$ cat src/rtl/fb_wr_sched_if.sv
// rtl/fb_wr_sched_if.sv - bus bundle between pixel/overlay/clear sources and the frame-buffer write scheduler
//
// Purpose: groups every handshake, control and BRAM-write signal of fb_wr_sched.
// Signals:
//   vp_valid/vp_data/vp_sof/vp_ready        video pixel stream (sof marks pixel 0 of a frame)
//   ov_valid/ov_addr/ov_data/ov_ready       addressed overlay writes
//   ov_err                                  pulse: accepted overlay address out of frame
//   clear_req/clear_val/clear_busy          full-frame clear control
//   frame_done                              pulse with the write of the last frame pixel
//   bram_wr/bram_addr/bram_data             BRAM write port
// Modports: master = source/sink side, slave = scheduler side.
interface fb_wr_sched_if #(
    parameter int DW = 8,
    parameter int AW = 19
);
    logic          vp_valid;
    logic [DW-1:0] vp_data;
    logic          vp_sof;
    logic          vp_ready;
    logic          ov_valid;
    logic [AW-1:0] ov_addr;
    logic [DW-1:0] ov_data;
    logic          ov_ready;
    logic          ov_err;
    logic          clear_req;
    logic [DW-1:0] clear_val;
    logic          clear_busy;
    logic          frame_done;
    logic          bram_wr;
    logic [AW-1:0] bram_addr;
    logic [DW-1:0] bram_data;

    modport master (
        output vp_valid, vp_data, vp_sof, ov_valid, ov_addr, ov_data, clear_req, clear_val,
        input  vp_ready, ov_ready, ov_err, clear_busy, frame_done, bram_wr, bram_addr, bram_data
    );

    modport slave (
        input  vp_valid, vp_data, vp_sof, ov_valid, ov_addr, ov_data, clear_req, clear_val,
        output vp_ready, ov_ready, ov_err, clear_busy, frame_done, bram_wr, bram_addr, bram_data
    );
endinterface

$ cat src/rtl/fb_wr_sched.sv
// rtl/fb_wr_sched.sv - frame-buffer BRAM write-port scheduler (video, overlay, full-frame clear)
//
// Purpose: shares one BRAM write port between an auto-addressed video pixel stream and an
// addressed overlay stream (round-robin when both request), and sequences a full-frame clear.
// Ports:
//   clk   system clock
//   rst   synchronous active-high reset
//   bus   fb_wr_sched_if.slave: video/overlay handshakes, clear control, BRAM write port
// Writes are registered: a handshake in cycle N appears on the BRAM port in cycle N+1.
module fb_wr_sched #(
    parameter int DW           = 8,
    parameter int AW           = 19,
    parameter int FRAME_PIXELS = 307200
) (
    input  logic         clk,
    input  logic         rst,
    fb_wr_sched_if.slave bus
);
    localparam logic [AW-1:0] LAST_ADDR = AW'(FRAME_PIXELS - 1);

    typedef enum logic {
        RUN,
        CLEAR
    } state_t;

    state_t        state_q;
    state_t        state_d;
    logic [AW-1:0] vp_cnt;
    logic          rr_ov;       // 1: overlay wins the next tie
    logic          vp_ready;
    logic          ov_ready;
    logic          bram_wr;
    logic [AW-1:0] bram_addr;
    logic [DW-1:0] bram_data;
    logic          frame_done;
    logic          ov_err;
    logic          vp_hs;
    logic          ov_hs;
    logic          ov_in_range;

    always_comb begin
        state_d  = state_q;
        vp_ready = 1'b0;
        ov_ready = 1'b0;
        case (state_q)
            RUN: begin
                if (bus.clear_req) begin
                    state_d = CLEAR;
                end else if (!rst) begin
                    // A source is ready whenever the other is idle or loses the tie.
                    vp_ready = !bus.ov_valid || !rr_ov;
                    ov_ready = !bus.vp_valid || rr_ov;
                end
            end
            CLEAR: begin
                // While clearing, bram_addr is the address currently being written.
                if (bram_addr == LAST_ADDR) begin
                    state_d = RUN;
                end
            end
            default: state_d = RUN;
        endcase
    end

    assign vp_hs       = bus.vp_valid && vp_ready;
    assign ov_hs       = bus.ov_valid && ov_ready;
    assign ov_in_range = (bus.ov_addr <= LAST_ADDR);

    always_ff @(posedge clk) begin
        if (rst) begin
            state_q    <= RUN;
            vp_cnt     <= '0;
            rr_ov      <= 1'b0;
            bram_wr    <= 1'b0;
            bram_addr  <= '0;
            bram_data  <= '0;
            frame_done <= 1'b0;
            ov_err     <= 1'b0;
        end else begin
            state_q    <= state_d;
            bram_wr    <= 1'b0;
            frame_done <= 1'b0;
            ov_err     <= 1'b0;
            case (state_q)
                RUN: begin
                    if (bus.clear_req) begin
                        // First clear write is issued straight from the entry edge so that the
                        // CLEAR state spans exactly FRAME_PIXELS cycles; bram_data holds the fill.
                        bram_wr   <= 1'b1;
                        bram_addr <= '0;
                        bram_data <= bus.clear_val;
                        vp_cnt    <= '0;
                        rr_ov     <= 1'b0;
                    end else begin
                        if (bus.vp_valid && bus.ov_valid) begin
                            rr_ov <= !rr_ov;
                        end
                        // vp_hs and ov_hs are mutually exclusive by construction of the readies.
                        if (vp_hs) begin
                            bram_wr   <= 1'b1;
                            bram_data <= bus.vp_data;
                            if (bus.vp_sof) begin
                                bram_addr <= '0;
                                vp_cnt    <= AW'(1);
                            end else begin
                                bram_addr  <= vp_cnt;
                                frame_done <= (vp_cnt == LAST_ADDR);
                                vp_cnt     <= (vp_cnt == LAST_ADDR) ? '0 : vp_cnt + AW'(1);
                            end
                        end else if (ov_hs) begin
                            if (ov_in_range) begin
                                bram_wr   <= 1'b1;
                                bram_addr <= bus.ov_addr;
                                bram_data <= bus.ov_data;
                            end else begin
                                ov_err <= 1'b1;
                            end
                        end
                    end
                end
                CLEAR: begin
                    if (bram_addr != LAST_ADDR) begin
                        bram_wr   <= 1'b1;
                        bram_addr <= bram_addr + AW'(1);
                    end
                end
                default: ;
            endcase
        end
    end

    assign bus.vp_ready   = vp_ready;
    assign bus.ov_ready   = ov_ready;
    assign bus.ov_err     = ov_err;
    assign bus.clear_busy = (state_q == CLEAR);
    assign bus.frame_done = frame_done;
    assign bus.bram_wr    = bram_wr;
    assign bus.bram_addr  = bram_addr;
    assign bus.bram_data  = bram_data;
endmodule

$ cat src/flat_wrapper.sv
// flat-port wrapper written by rule: the top's interface ports become plain ports
module fb_wr_sched_flat 
#(
    parameter int DW           = 8,
    parameter int AW           = 19,
    parameter int FRAME_PIXELS = 307200
)
  (clk, rst, bus_vp_valid, bus_vp_data, bus_vp_sof, bus_ov_valid, bus_ov_addr, bus_ov_data, bus_clear_req, bus_clear_val, bus_vp_ready, bus_ov_ready, bus_ov_err, bus_clear_busy, bus_frame_done, bus_bram_wr, bus_bram_addr, bus_bram_data);
  fb_wr_sched_if #(.DW(DW), .AW(AW)) bus_i ();
  input  logic clk;
  input  logic rst;
  input wire logic [$bits(bus_i.vp_valid)-1:0] bus_vp_valid;
  input wire logic [$bits(bus_i.vp_data)-1:0] bus_vp_data;
  input wire logic [$bits(bus_i.vp_sof)-1:0] bus_vp_sof;
  input wire logic [$bits(bus_i.ov_valid)-1:0] bus_ov_valid;
  input wire logic [$bits(bus_i.ov_addr)-1:0] bus_ov_addr;
  input wire logic [$bits(bus_i.ov_data)-1:0] bus_ov_data;
  input wire logic [$bits(bus_i.clear_req)-1:0] bus_clear_req;
  input wire logic [$bits(bus_i.clear_val)-1:0] bus_clear_val;
  output wire logic [$bits(bus_i.vp_ready)-1:0] bus_vp_ready;
  output wire logic [$bits(bus_i.ov_ready)-1:0] bus_ov_ready;
  output wire logic [$bits(bus_i.ov_err)-1:0] bus_ov_err;
  output wire logic [$bits(bus_i.clear_busy)-1:0] bus_clear_busy;
  output wire logic [$bits(bus_i.frame_done)-1:0] bus_frame_done;
  output wire logic [$bits(bus_i.bram_wr)-1:0] bus_bram_wr;
  output wire logic [$bits(bus_i.bram_addr)-1:0] bus_bram_addr;
  output wire logic [$bits(bus_i.bram_data)-1:0] bus_bram_data;
  assign bus_i.vp_valid = bus_vp_valid;
  assign bus_i.vp_data = bus_vp_data;
  assign bus_i.vp_sof = bus_vp_sof;
  assign bus_i.ov_valid = bus_ov_valid;
  assign bus_i.ov_addr = bus_ov_addr;
  assign bus_i.ov_data = bus_ov_data;
  assign bus_i.clear_req = bus_clear_req;
  assign bus_i.clear_val = bus_clear_val;
  assign bus_vp_ready = bus_i.vp_ready;
  assign bus_ov_ready = bus_i.ov_ready;
  assign bus_ov_err = bus_i.ov_err;
  assign bus_clear_busy = bus_i.clear_busy;
  assign bus_frame_done = bus_i.frame_done;
  assign bus_bram_wr = bus_i.bram_wr;
  assign bus_bram_addr = bus_i.bram_addr;
  assign bus_bram_data = bus_i.bram_data;
  fb_wr_sched #(.DW(DW), .AW(AW), .FRAME_PIXELS(FRAME_PIXELS)) u_core (.clk(clk), .rst(rst), .bus(bus_i));
endmodule
$ cat config.mk
export PLATFORM = sky130hd
export DESIGN_NAME = fb_wr_sched_flat
export DESIGN_NICKNAME = d
export VERILOG_FILES = /design/src/rtl/fb_wr_sched_if.sv /design/src/rtl/fb_wr_sched.sv /design/src/flat_wrapper.sv
export SDC_FILE = /design/constraint.sdc
export NUM_CORES = 1
export LEC_CHECK = 0
export CAP_MARGIN = 20
export CORE_MARGIN = 2
export CORE_UTILIZATION = 30
export DETAILED_ROUTE_END_ITERATION = 12
export PLACE_DENSITY = 0.63
export SLEW_MARGIN = 20
export SYNTH_ARGS = -nofsm -noshare
export SYNTH_HDL_FRONTEND = slang
export SYNTH_SLANG_ARGS = --single-unit
export TNS_END_PERCENT = 50
$ cat constraint.sdc
create_clock -name clk -period 2.71 [get_ports clk]
set_input_delay 0.271 -clock clk [delete_from_list [all_inputs] [get_ports clk]]
set_output_delay 0.271 -clock clk [all_outputs]
set_load 0.02 [all_outputs]
# Yosys cells after proc, flatten, opt, wreduce, memory -nomap -nowiden

Cells that the tools add are included.

Magnitude comparators: 1
Equal/unequal tests: 6
Muxes and demuxes: 33
Add/subtract/negate cells: 2
Reduce and logical (&&, ||, !) cells: 18
Bitwise logic cells: 3

Operator list:

| cell                  | number |
|---|---|
| $mux 19               | 10 |
| $add 19x1->19 const B | 2 |
| $eq 19x19->1 const B  | 2 |
| $pmux 19 s2           | 1 |
| $mux 8                | 4 |
| $le 19x19->1 const B  | 1 |
| $ne 19x19->1 const B  | 1 |
| $mux 1                | 16 |
| $reduce_or 5->1       | 2 |
| $ne 4x2->1 const B    | 2 |
| $reduce_and 3->1      | 2 |
| $reduce_bool 3->1     | 2 |
| $pmux 1 s2            | 2 |
| $reduce_and 2->1      | 2 |
| $reduce_bool 2->1     | 2 |
| $logic_and 1x1->1     | 3 |
| $logic_not 1->1       | 3 |
| $not 1->1             | 3 |
| $logic_or 1x1->1      | 2 |
| $ne 2x2->1 const B    | 1 |

Logic and storage cells: 71
Flip-flop bits (word level): 51
Input port bits: 49

# Depth between registers and ports, before layout

Depth after elaboration: 10
Mapped depth: 8

# Least setup slack after synthesis

No wires, ideal clock.

Kind: register to register
Start point: reg u_core.bram_addr[0], in the netlist u_core.bus.bram_addr[0]
End point: reg u_core.bram_addr[18], in the netlist u_core.bus.bram_addr[18]
Cell stages (with the launch flop): 8
Arrival time: 1.981 ns
Buffers on the path: 1
Clock period less this slack: 2.074 ns
Slack: 0.636 ns
Path through: dfxtp_1 ha_1 nand4_1 or3_1 o21ai_1 buf_2 a22oi_1 o32ai_1

Cells in the longest elaborated chain, start to end: 3
Elaborated cells between the ends (all ways): 6
Classes of those cells: 1 x add/sub; 2 x eq/ne; 2 x mux; 1 x reduce/logical

Ends and longest elaborated chain:

| item                                            | line                                   | RTL |
|---|---|---|
| start: declaration                              | fb_wr_sched.sv:33                      | `logic [AW-1:0] bram_addr;` |
| start signal: assignment                        | fb_wr_sched.sv:106                     | `bram_addr <= vp_cnt;` |
| start signal: assignment                        | fb_wr_sched.sv:113                     | `bram_addr <= bus.ov_addr;` |
| start signal: assignment                        | fb_wr_sched.sv:124                     | `bram_addr <= bram_addr + AW'(1);` |
| $add 19x1->19 or $ne 19x19->1 (tied branches)   | fb_wr_sched.sv:124, fb_wr_sched.sv:122 |  |
| $mux 19 or $ne 2x2->1 (tied branches)           | -                                      |  |
| $pmux 19 s2 or $reduce_and 3->1 (tied branches) | -                                      |  |

Parallel ways exist; a longest one is shown, timed or not. The select of a mux whose other input is x is not followed.
A chain may end at the register's enable or synchronous reset.

# Final worst setup path

Start point: in bus_clear_req
End point: out bus_ov_ready

Cells in the longest elaborated chain, start to end: 2

Ends and longest elaborated chain:

| item               | line               | RTL |
|---|---|---|
| start: declaration | flat_wrapper.sv:18 | `input wire logic [$bits(bus_i.clear_req)-1:0] bus_clear_req;` |
| $mux 1             | fb_wr_sched.sv:47  | `if (bus.clear_req) begin` |
| $mux 1             | fb_wr_sched.sv:45  | `case (state_q)` |
| end: declaration   | flat_wrapper.sv:21 | `output wire logic [$bits(bus_i.ov_ready)-1:0] bus_ov_ready;` |

Every way passes these cells.

==> results.ini <==
[power]
power.total_w=0.00187
vdd_ir_drop_max_v=0.000210
power_density_normalized_to_cell_area_mw_per_mm2=431
total_leakage_power_nw=1.41

[critical_path]
worst-setup-path-type=input port to output pin
cp-end-kind=output pin
critPathRequiredTime_ns=2.44
critical_path.reg2reg.startpoint=u_core.bus.bram_addr[0]
setup.worst_path.start_class=input port
crit_path_end=bus_ov_ready
startpoint=bus_clear_req
critical_path_arrival_ns=1.96
worstPathMaxFanout=4
reg2reg_depth=7
reg2reg_setup_slack_ns=0.49
reg2reg_capture_point=u_core.bus.bram_addr[7]

[outcome]
run_status=complete, no violations

[floorplan]
std_cell_rows=38
die_h_um=108
num_io_pins=82
floorplan.core_area_sq_mm=0.0107
initial_utilization_pct=30.5
die_w_um=108
fp.dieArea_sq_mm=0.0117

[synth]
synth_area_leader_cell=dfxtp_1
synth.most_common_cell=dfxtp_1
yosys_register_bits=51
yosys_most_used_dff=dfxtp_1
synth.top_cells.by_count=dfxtp_1 (51), nand2_1 (41), nor2_1 (35)
syn_avg_cell_area_sq_um=7.86
synth_area_sq_mm=0.00326
netlist_instances=415
post-synth-top-area-fraction_pct=31.3
synth_nets=466
netlist_top_cells_area=dfxtp_1 (31%), a21oi_1 (4.8%), nand2_1 (4.7%)
seq_area_frac_synth_pct=31.3
synth_edf_count=0
netlist-cell-type-count=64
synthesis.yosys.warnings=0
async_flop_share_pct=0

[routing]
detailroute.via_count=3666
viasPerCell=5.78
post_drt_wl_per_cell_um=18.0
detail-route-antenna-nets=0
detailedRoute.firstIterationViolations=283
dr.pass1.iters=5
wl_um=11400
route.detailed.drc=0

[sta]
grt_setup_unrepaired=no
slew_headroom_pct=60.5
count_of_endpoints_failing_hold_in_the_final_timing_report=0
tightestPinTransition_ns=0.590
post-route-period-util_pct=82.3
finalWorstPathRequiredPeriod_ns=2.23
max_clock_freq_mhz=448
setup_viol=0
slew_viols_final=0
setup_total_negative_slack_ns=0
clock-skew-final_ns=0.00534

[clock_tree]
num_clock_sinks=51
cts_root_buffer=clkbuf_8
cts-buffers-inserted=5
postCtsSetupRepairBufs=0
clk_pin_slew_ns=0.10
tritoncts=done
clock_latency_ns=0.31
cts.hold.buffers_added=0
post_cts.resized_instances=0
htree_num_levels=2
longest_clk_path_bufs=2

[layout]
final_nets=544
seq_area_sq_mm=0.00102
drive_gt1_share_pct=7.89
num-fill-cells=1122
antenna_cells=0
syn2layout_area_growth_pct=33.3
combined_area_of_the_multi_input_logic_cells_sq_mm=0.00201

[global_routing]
grt_pass1_vias=3488
grt_start_max_net_pins=44
grt.total_usage_pct=19.6
antenna_found_initial=0
first_pass_grt_wire_length_um=18100
globalRouteOverflowTotal=0

[place]
io_buffer_count=81
dp.final_hpwl_um=8330
place.gp.congestion=0.878

[job]
drv.max_cap_violation_count=0

[min_path]
hold_path.class=register to register

==> power breakdown <==
group	switching (W)	internal (W)
Sequential	0.0000387	0.000785
Combinational	0.000254	0.000217
Clock	0.000280	0.000300
==> layout make-up <==
cell class	count	area share, %
Multi-Input combinational cell	317	46.3
Clock buffer	6	1.90
Tap cell	140	4.03
Sequential cell	51	23.5
Clock inverter	2	0.806
Timing Repair Buffer	100	21.9
Inverter	18	1.55
==> layer usage <==
layer	up-vias	GRT usage [%]	share of wire, %	routed length [um]
li1	1734	-	-	-
met2	187	32.9	47	5350
met1	1712	24.4	42	4760
met3	33	4.46	8.2	935
met4	0	7.05	3.0	347
met5	-	0	0	0
==> critical path, stage by stage <==
cell	delay (ns)
clkdlybuf4s50_1	0.41
or3_1	0.48
a21oi_1	0.16
clkdlybuf4s50_1	0.64
==> cells by family (layout without fill, tap and decap cells) <==
kind of cell / Yosys count / in the layout / synth area share (%)
multiplexers: 2 / 2 / 0.614
buffers and inverters: 47 / 126 / 6.98
AND/OR/NAND/NOR: 167 / 167 / 27.5
XOR/XNOR: 12 / 12 / 3.22
AO/OA/AOI/OAI: 134 / 134 / 29.6
adder cells (fa/ha/maj): 2 / 2 / 0.767
flip-flops: 51 / 51 / 31.3
==> sequential cells by signal (all words and copies together), names as in the netlist <==
register and count:
u_core.rr_ov 1, u_core.bus.clear_busy 1, u_core.bus.ov_err 1, u_core.bus.bram_wr 1, u_core.bus.bram_data 8, u_core.bus.frame_done 1, u_core.vp_cnt 19, u_core.bus.bram_addr 19
==> cell usage in the layout (no fill, tap or decap), types with 4 or more instances in the layout <==
cell type	Yosys	final
and3_1	9	9
o21ai_0	24	24
dfxtp_1	51	51
nand2_1	41	41
a21oi_1	31	31
inv_1	18	18
nand3_1	18	18
a22oi_1	12	12
or3_1	7	7
nand4_1	15	15
a221oi_1	5	5
o211ai_1	6	6
xor2_1	9	9
nand4b_1	12	12
buf_4	1	19
nor2_1	35	35
o32ai_1	9	9
o31ai_1	4	4
a311oi_1	7	7
clkdlybuf4s50_1	0	81
clkbuf_8	0	6
nor3_1	8	8
==> stage by stage <==
| stage | setup slack, ns | utilization [%] | cells | cell area, sq um | hold slack (ns) |
|---|---|---|---|---|---|
| after floorplan | 0.636 | - | 415 | 3260 | 0.423 |
| after global placement | 0.309 | 39.5 | 626 | 4230 | 0.443 |
| after detailed placement | 0.258 | 39.5 | 626 | 4230 | 0.448 |
| after CTS | 0.465 | 40.6 | 634 | 4350 | 0.467 |
| after global routing | 0.331 | 40.6 | 634 | 4350 | 0.524 |
| final | 0.479 | 40.6 | 634 | 4350 | 0.465 |
==> how the worst min path moves through the flow <==
stage	startpoint	endpoint	slack (ns)	cells past startpoint
detailed placement	u_core.bus.bram_data[7]	u_core.bus.bram_data[7]	0.45	2
global placement	u_core.bus.bram_data[7]	u_core.bus.bram_data[7]	0.44	2
finish	u_core.bus.bram_data[7]	u_core.bus.bram_data[7]	0.46	2
CTS	u_core.bus.bram_data[7]	u_core.bus.bram_data[7]	0.47	2
global route	u_core.bus.bram_data[7]	u_core.bus.bram_data[7]	0.52	2
floorplan	bus_vp_valid	u_core.rr_ov	0.42	2
Power figures use the tool's default switching activity.
